===== config.mk =====
export PLATFORM = sky130hd
export DESIGN_NAME = icb_sram_slave
export DESIGN_NICKNAME = d
export VERILOG_FILES = /design/src/rtl/icb_sram_slave.sv
export SDC_FILE = /design/constraint.sdc
export NUM_CORES = 1
export LEC_CHECK = 0
export CAP_MARGIN = 20
export CORE_ASPECT_RATIO = 0.8
export CORE_MARGIN = 2
export CORE_UTILIZATION = 33
export CTS_CLUSTER_DIAMETER = 150
export CTS_CLUSTER_SIZE = 16
export DETAILED_ROUTE_END_ITERATION = 12
export HOLD_SLACK_MARGIN = 0.12
export PLACE_DENSITY = 0.77
export REMOVE_ABC_BUFFERS = 1
export SLEW_MARGIN = 20
export SYNTH_ARGS = -nofsm -noshare
export SYNTH_HDL_FRONTEND = slang
export SYNTH_SLANG_ARGS = --single-unit

===== constraint.sdc =====
create_clock -name clk -period 3.9 [get_ports clk]
set_clock_uncertainty 0.15 [all_clocks]
set_input_delay 0.78 -clock clk [delete_from_list [all_inputs] [get_ports clk]]
set_output_delay 0.78 -clock clk [all_outputs]
set_load 0.01 [all_outputs]

===== src/rtl/icb_sram_slave.sv =====
// icb_sram_slave: ICB target terminating onto a single-port SRAM with a 1-cycle
// read latency. Provides an address range check, a 2-entry response queue for
// backpressure, and a single-entry exclusive-access reservation monitor.
module icb_sram_slave #(
  parameter int            AW        = 32,
  parameter int            DW        = 32,
  parameter int            USR_W     = 1,
  parameter int            RAM_AW    = 12,
  parameter logic [AW-1:0] BASE_ADDR = 32'h8000_0000
) (
  input  logic              clk,
  input  logic              rst,
  output logic              icb_slave_active,
  input  logic              i_icb_cmd_valid,
  output logic              i_icb_cmd_ready,
  input  logic              i_icb_cmd_read,
  input  logic [AW-1:0]     i_icb_cmd_addr,
  input  logic [DW-1:0]     i_icb_cmd_wdata,
  input  logic [DW/8-1:0]   i_icb_cmd_wmask,
  input  logic              i_icb_cmd_lock,
  input  logic              i_icb_cmd_excl,
  input  logic [1:0]        i_icb_cmd_size,
  input  logic [1:0]        i_icb_cmd_burst,
  input  logic [1:0]        i_icb_cmd_beat,
  input  logic [USR_W-1:0]  i_icb_cmd_usr,
  output logic              i_icb_rsp_valid,
  input  logic              i_icb_rsp_ready,
  output logic              i_icb_rsp_err,
  output logic              i_icb_rsp_excl_ok,
  output logic [DW-1:0]     i_icb_rsp_rdata,
  output logic [USR_W-1:0]  i_icb_rsp_usr,
  output logic              ram_cs,
  output logic              ram_we,
  output logic [RAM_AW-1:0] ram_addr,
  output logic [DW/8-1:0]   ram_wem,
  output logic [DW-1:0]     ram_din,
  input  logic [DW-1:0]     ram_dout
);

  localparam int MW     = DW / 8;
  localparam int BW     = $clog2(MW);
  localparam int TAG_LO = RAM_AW + BW;

  typedef struct packed {
    logic             err;
    logic             excl_ok;
    logic [DW-1:0]    rdata;
    logic [USR_W-1:0] usr;
  } rsp_t;

  // Outstanding count, pipe stage, reservation and queue state
  logic [1:0]        cnt_q, cnt_d;
  logic              pipe_vld_q, pipe_vld_d;
  logic              pipe_rd_q, pipe_rd_d;
  logic              pipe_err_q, pipe_err_d;
  logic              pipe_excl_ok_q, pipe_excl_ok_d;
  logic [USR_W-1:0]  pipe_usr_q, pipe_usr_d;
  logic              resv_vld_q, resv_vld_d;
  logic [RAM_AW-1:0] resv_addr_q, resv_addr_d;
  logic [1:0]        q_cnt_q, q_cnt_d;
  logic              q_wr_q, q_wr_d;
  logic              q_rd_q, q_rd_d;
  rsp_t              q_mem_q [2];
  rsp_t              q_mem_d [2];

  logic              cmd_hsk_s;
  logic              rsp_hsk_s;
  logic              in_range_s;
  logic [RAM_AW-1:0] word_s;
  logic              resv_hit_s;
  logic              excl_wr_fail_s;
  logic              access_s;
  logic              cmd_excl_ok_s;
  logic              q_empty_s;
  logic              q_push_s;
  logic              q_pop_s;
  rsp_t              pipe_rsp_s;
  rsp_t              rsp_cur_s;
  logic              unused_s;

  // Fields that carry no meaning for a single-beat word-wide SRAM target
  assign unused_s = ^{i_icb_cmd_lock, i_icb_cmd_size, i_icb_cmd_burst,
                      i_icb_cmd_beat, i_icb_cmd_addr[BW-1:0]};

  // Ready depends on registered state only so rsp_ready never reaches cmd_ready
  assign i_icb_cmd_ready  = (cnt_q != 2'd2);
  assign cmd_hsk_s        = i_icb_cmd_valid & i_icb_cmd_ready;
  assign rsp_hsk_s        = i_icb_rsp_valid & i_icb_rsp_ready;
  assign icb_slave_active = i_icb_cmd_valid | (cnt_q != 2'd0);

  assign in_range_s     = (i_icb_cmd_addr[AW-1:TAG_LO] == BASE_ADDR[AW-1:TAG_LO]);
  assign word_s         = i_icb_cmd_addr[TAG_LO-1:BW];
  assign resv_hit_s     = resv_vld_q & (resv_addr_q == word_s);
  // A failed exclusive store must not reach the array
  assign excl_wr_fail_s = i_icb_cmd_excl & ~i_icb_cmd_read & ~resv_hit_s;
  assign access_s       = cmd_hsk_s & in_range_s & ~excl_wr_fail_s;
  assign cmd_excl_ok_s  = in_range_s & i_icb_cmd_excl & (i_icb_cmd_read | resv_hit_s);

  assign ram_cs   = access_s;
  assign ram_we   = access_s & ~i_icb_cmd_read;
  assign ram_wem  = ram_we ? i_icb_cmd_wmask : {MW{1'b0}};
  assign ram_din  = i_icb_cmd_wdata;
  assign ram_addr = word_s;

  // Response as seen from the pipe stage; read data arrives from the SRAM now
  assign pipe_rsp_s.err     = pipe_err_q;
  assign pipe_rsp_s.excl_ok = pipe_excl_ok_q;
  assign pipe_rsp_s.rdata   = pipe_rd_q ? ram_dout : {DW{1'b0}};
  assign pipe_rsp_s.usr     = pipe_usr_q;

  // Queue head has priority so ordering is preserved behind older responses
  assign q_empty_s = (q_cnt_q == 2'd0);
  assign rsp_cur_s = q_empty_s ? pipe_rsp_s : q_mem_q[q_rd_q];
  assign q_pop_s   = ~q_empty_s & i_icb_rsp_ready;
  assign q_push_s  = pipe_vld_q & (~q_empty_s | ~i_icb_rsp_ready);

  assign i_icb_rsp_valid   = ~q_empty_s | pipe_vld_q;
  assign i_icb_rsp_err     = rsp_cur_s.err;
  assign i_icb_rsp_excl_ok = rsp_cur_s.excl_ok;
  assign i_icb_rsp_rdata   = rsp_cur_s.rdata;
  assign i_icb_rsp_usr     = rsp_cur_s.usr;

  // Outstanding transaction count: up on accept, down on response taken
  always_comb begin
    cnt_d = cnt_q;
    case ({cmd_hsk_s, rsp_hsk_s})
      2'b10:   cnt_d = cnt_q + 2'd1;
      2'b01:   cnt_d = cnt_q - 2'd1;
      default: cnt_d = cnt_q;
    endcase
  end

  // Pipe stage captures the response attributes of the accepted command
  always_comb begin
    pipe_vld_d     = cmd_hsk_s;
    pipe_rd_d      = cmd_hsk_s & i_icb_cmd_read & in_range_s;
    pipe_err_d     = ~in_range_s;
    pipe_excl_ok_d = cmd_excl_ok_s;
    pipe_usr_d     = i_icb_cmd_usr;
  end

  // Exclusive monitor: excl read reserves, any store to the reserved word or any excl store releases
  always_comb begin
    resv_vld_d  = resv_vld_q;
    resv_addr_d = resv_addr_q;
    if (cmd_hsk_s & in_range_s) begin
      if (i_icb_cmd_excl & i_icb_cmd_read) begin
        resv_vld_d  = 1'b1;
        resv_addr_d = word_s;
      end else if (i_icb_cmd_excl) begin
        resv_vld_d  = 1'b0;
      end else if (~i_icb_cmd_read & resv_hit_s) begin
        resv_vld_d  = 1'b0;
      end else begin
        resv_vld_d  = resv_vld_q;
      end
    end else begin
      resv_vld_d = resv_vld_q;
    end
  end

  // Response queue bookkeeping: push untaken pipe entries, pop on acceptance
  always_comb begin
    q_mem_d = q_mem_q;
    q_wr_d  = q_wr_q;
    q_rd_d  = q_rd_q;
    q_cnt_d = q_cnt_q;
    if (q_push_s) begin
      q_mem_d[q_wr_q] = pipe_rsp_s;
      q_wr_d          = ~q_wr_q;
    end else begin
      q_wr_d = q_wr_q;
    end
    if (q_pop_s) begin
      q_rd_d = ~q_rd_q;
    end else begin
      q_rd_d = q_rd_q;
    end
    case ({q_push_s, q_pop_s})
      2'b10:   q_cnt_d = q_cnt_q + 2'd1;
      2'b01:   q_cnt_d = q_cnt_q - 2'd1;
      default: q_cnt_d = q_cnt_q;
    endcase
  end

  // Control state with synchronous reset; reset drops everything in flight
  always_ff @(posedge clk) begin
    if (rst) begin
      cnt_q       <= 2'd0;
      pipe_vld_q  <= 1'b0;
      resv_vld_q  <= 1'b0;
      resv_addr_q <= {RAM_AW{1'b0}};
      q_cnt_q     <= 2'd0;
      q_wr_q      <= 1'b0;
      q_rd_q      <= 1'b0;
    end else begin
      cnt_q       <= cnt_d;
      pipe_vld_q  <= pipe_vld_d;
      resv_vld_q  <= resv_vld_d;
      resv_addr_q <= resv_addr_d;
      q_cnt_q     <= q_cnt_d;
      q_wr_q      <= q_wr_d;
      q_rd_q      <= q_rd_d;
    end
  end

  // Datapath payload registers, qualified by the valid/count state above
  always_ff @(posedge clk) begin
    pipe_rd_q      <= pipe_rd_d;
    pipe_err_q     <= pipe_err_d;
    pipe_excl_ok_q <= pipe_excl_ok_d;
    pipe_usr_q     <= pipe_usr_d;
    q_mem_q        <= q_mem_d;
  end

  icb_sram_slave_chk u_chk (
    .clk    (clk),
    .rst    (rst),
    .q_push (q_push_s),
    .q_pop  (q_pop_s),
    .q_cnt  (q_cnt_q),
    .cnt    (cnt_q)
  );

endmodule

// Protocol checker for icb_sram_slave internal invariants
module icb_sram_slave_chk (
  input logic       clk,
  input logic       rst,
  input logic       q_push,
  input logic       q_pop,
  input logic [1:0] q_cnt,
  input logic [1:0] cnt
);

  a_queue_no_overflow: assert property (@(posedge clk) disable iff (rst)
    !(q_push && !q_pop && (q_cnt == 2'd2)));

  a_cnt_range: assert property (@(posedge clk) disable iff (rst)
    (cnt != 2'd3));

endmodule


==> flow_summary.toml <==
[clocking]
clk_pin_slew_ns = 0.06
cts_made_buffers = 9
clock-root-buffer = "clkbuf_16"
cts_buffer_depth = 2
hold_buffers = 0
htreeDepth = 3
cts_tree = "built"
clk_latency_ns = 0.34
cts_sinks = 94

[power_and_ir_drop]
combPwrFrac_pct = 29.7
power_frac_clock_pct = 29.1
power.density_mw_per_mm2 = 475
p_sw_share_pct = 27.9
p_sw_mw = 0.812
p_leak_nw = 2.03
p_int_mw = 2.10
irDropWorstVdd_uv = 232
share_seq_of_total_power_pct = 41.2

[yosys]
synth_compound_area_share_pct = 4.95
syn-cell-area_sq_mm = 0.00453
synthMuxAreaShare_pct = 10.4
yosys.area_share.simple_pct = 14.0
synth_fa_ha_area_share_pct = 0.553
ys_seq_area_share_pct = 57.0
synth_xor_area_share_pct = 3.48
synth_seq_cells = 94
yosys_warnings = 0
syn_inst = 395
avgSynthCellArea_sq_um = 11.5
synth_cell_types = 29
synth_top_family_by_area = "simple AND/OR/NAND/NOR gates"

[die]
dieHeight_microns = 109
start_util_pct = 33.5
dieArea_sq_mm = 0.0147
die_x_microns = 135
num_rows = 38
pin_count = 202
core-area_sq_mm = 0.0135

[detailed_routing]
dr_total_vias = 3070
drtIter0Drc = 116
drc = 0
first_pass_iters = 4
routedWlPerCell_microns = 15.7
via_per_inst = 4.58
wl_microns = 10500
ant_nets = 0

[sta]
finalCriticalPeriod_ns = 3.69
finalSetupTns_ns = 0
finalSetupViolCount = 0
timing.fmax_mhz = 271
slew_viol_final = 0
final-hold-violation-count = 0
rsz0062_at_grt = "false"
post-route-period-util_pct = 94.7
slew_headroom_pct = 47.3
tightestPinTransition_ns = 0.788

[final_layout]
drive_above_1_share_pct = 8.35
fill_cells = 1208
ff_latch_area_sq_mm = 0.00258
areaGrowthSynthToFinish_pct = 35.2
final_cell_mix = "clkdlybuf4s50_1 (127), edfxtp_1 (70), mux2i_1 (47)"
nets = 602
mostFrequentLayoutCell = "clkdlybuf4s50_1"
multi_input_area_sq_mm = 0.00156
final_cells = 671
diodes = 0
fin_area_sq_mm = 0.00612

[grt]
grt_pass1_wl_microns = 16000
grt_pass1_vias = 3091
grt-ovfl-total = 0
track_usage_pct = 14.6
grt_max_degree = 41
antenna_found_initial = 0

[worst_setup_path]
critical-path-top-delay-family = "buffers and inverters"
worstPathBufferInverterCount = 2
cp.arrival_ns = 2.76
crit_path_start_kind = "primary input"
worstSetupEndpointType = "output port"
crit_top_cell = "clkdlybuf4s50_1"
critPathKind = "in2out"
slowest_delay_ns = 0.55
crit_chain = "clkdlybuf4s50_1, nor4_2, nand2_2, nor4_1, o21ai_1, nor2_1, clkdlybuf4s50_1"
crit_path_max_fanout = 5
slowest_stage = "clkdlybuf4s50_1"
cp.required_ns = 2.97

[placement]
port_buffers = 128
gp_congestion = 0.706
dp_cells = 655
post_dp_cell_area_sq_mm = 0.00580
dp_hpwl_microns = 7660

[job]
maxCapViolCount = 0

[run_status]
status = "finished clean"

[min_path]
hp-class = "reg2reg"
-- final cells by class --
type                    count  area share (%)
inverters                   8           0.491
flip-flops and latches     94            42.2
multi-input cells         232            25.5
clock buffers               9            3.68
repair buffers            141            23.4
well taps                 180            3.68
clock inverters             7            1.06
-- repair_timing --
action / 4_1_cts / 5_1_grt
gates resized for setup: 0 / 6
setup endpoints to repair: 0 / 6
hold endpoints to repair: 0 / 0
buffers inserted: 0 / 0
-- sequential cells by signal (all words and copies together), names as in the netlist --
name,cells
q_wr_q,1
pipe_usr_q,1
pipe_excl_ok_q,1
resv_addr_q,12
q_cnt_q,2
pipe_rd_q,1
pipe_err_q,1
q_mem_q,70
cnt_q,2
resv_vld_q,1
pipe_vld_q,1
q_rd_q,1
-- through the flow --
| stage | hold slack, ns | power, mW | setup WS, ns | util [%] |
|---|---|---|---|---|
| finish | 0.308 | 2.91 | 0.207 | 45.3 |
| global route | 0.329 | 3.06 | 0.0200 | 45.3 |
| CTS | 0.306 | 2.95 | 0.0293 | 45.1 |
| detailed placement | 0.289 | 2.10 | 0.0396 | 42.9 |
| global placement | 0.282 | 2.08 | 0.0633 | 42.9 |
| floorplan | 0.275 | 1.60 | 0.202 | - |
-- power by group through the flow --
stage | Sequential (mW) | Clock (mW) | Combinational (mW)
finish | 1.20 | 0.846 | 0.864
global route | 1.21 | 0.914 | 0.938
CTS | 1.20 | 0.875 | 0.878
detailed placement | 1.22 | 0 | 0.877
global placement | 1.22 | 0 | 0.859
floorplan | 1.22 | 0 | 0.383
-- cells by family after synthesis --
logic type | Yosys count
compound gates | 44
xor+xnor | 18
fa+ha+maj | 2
buf+inv | 69
flops | 94
mux | 47
simple gates | 121
-- path summary, 6_finish.rpt --
kind | startpoint | to | slack, ns | cells past startpoint
setup / recovery | i_icb_cmd_addr[15] | ram_wem[0] | 0.21 | 7
hold reg to reg | pipe_usr_q | q_mem_q[35] | 0.31 | 0
hold / removal | pipe_usr_q | q_mem_q[35] | 0.31 | 0
setup reg to reg | q_cnt_q[1] | q_cnt_q[1] | 1.55 | 6
-- synth_stat cells --
library cell  count  share of area [%]
nor2_1           26                2.2
nand2b_1          1               0.14
nand3_1           1               0.11
or3_1             5               0.69
buf_4            44                7.3
xnor2_1          16                3.1
nor2b_1           1               0.14
clkbuf_1         13                1.1
a21oi_1           5               0.55
nor4_1            4               0.55
xor2_1            2               0.39
a2bb2oi_1         1               0.19
o21ai_0          38                4.2
nor4_4            2               0.94
buf_2             3               0.33
nand4b_2          1               0.33
buf_6             1               0.25
ha_1              2               0.55
nand4_1           2               0.28
nand2_1          41                3.4
nor3_1            1               0.11
inv_1             8               0.66
nand2_2           1               0.14
and2_1           33                4.6
dfxtp_1          24                 11
nor4_2            1               0.28
edfxtp_1         70                 46
mux2i_1          47                 10
or2_2             1               0.14
-- per-layer routing --
layer  track usage, %  vias up  wire length [microns]
met3             9.39       15                   1330
met1             17.0     1402                   4540
li1                 -     1511                      -
met2             21.6      140                   4490
met4             4.69        2                    127
met5             2.43        -                     28
Note: power is estimated with default switching activity, not from simulation.
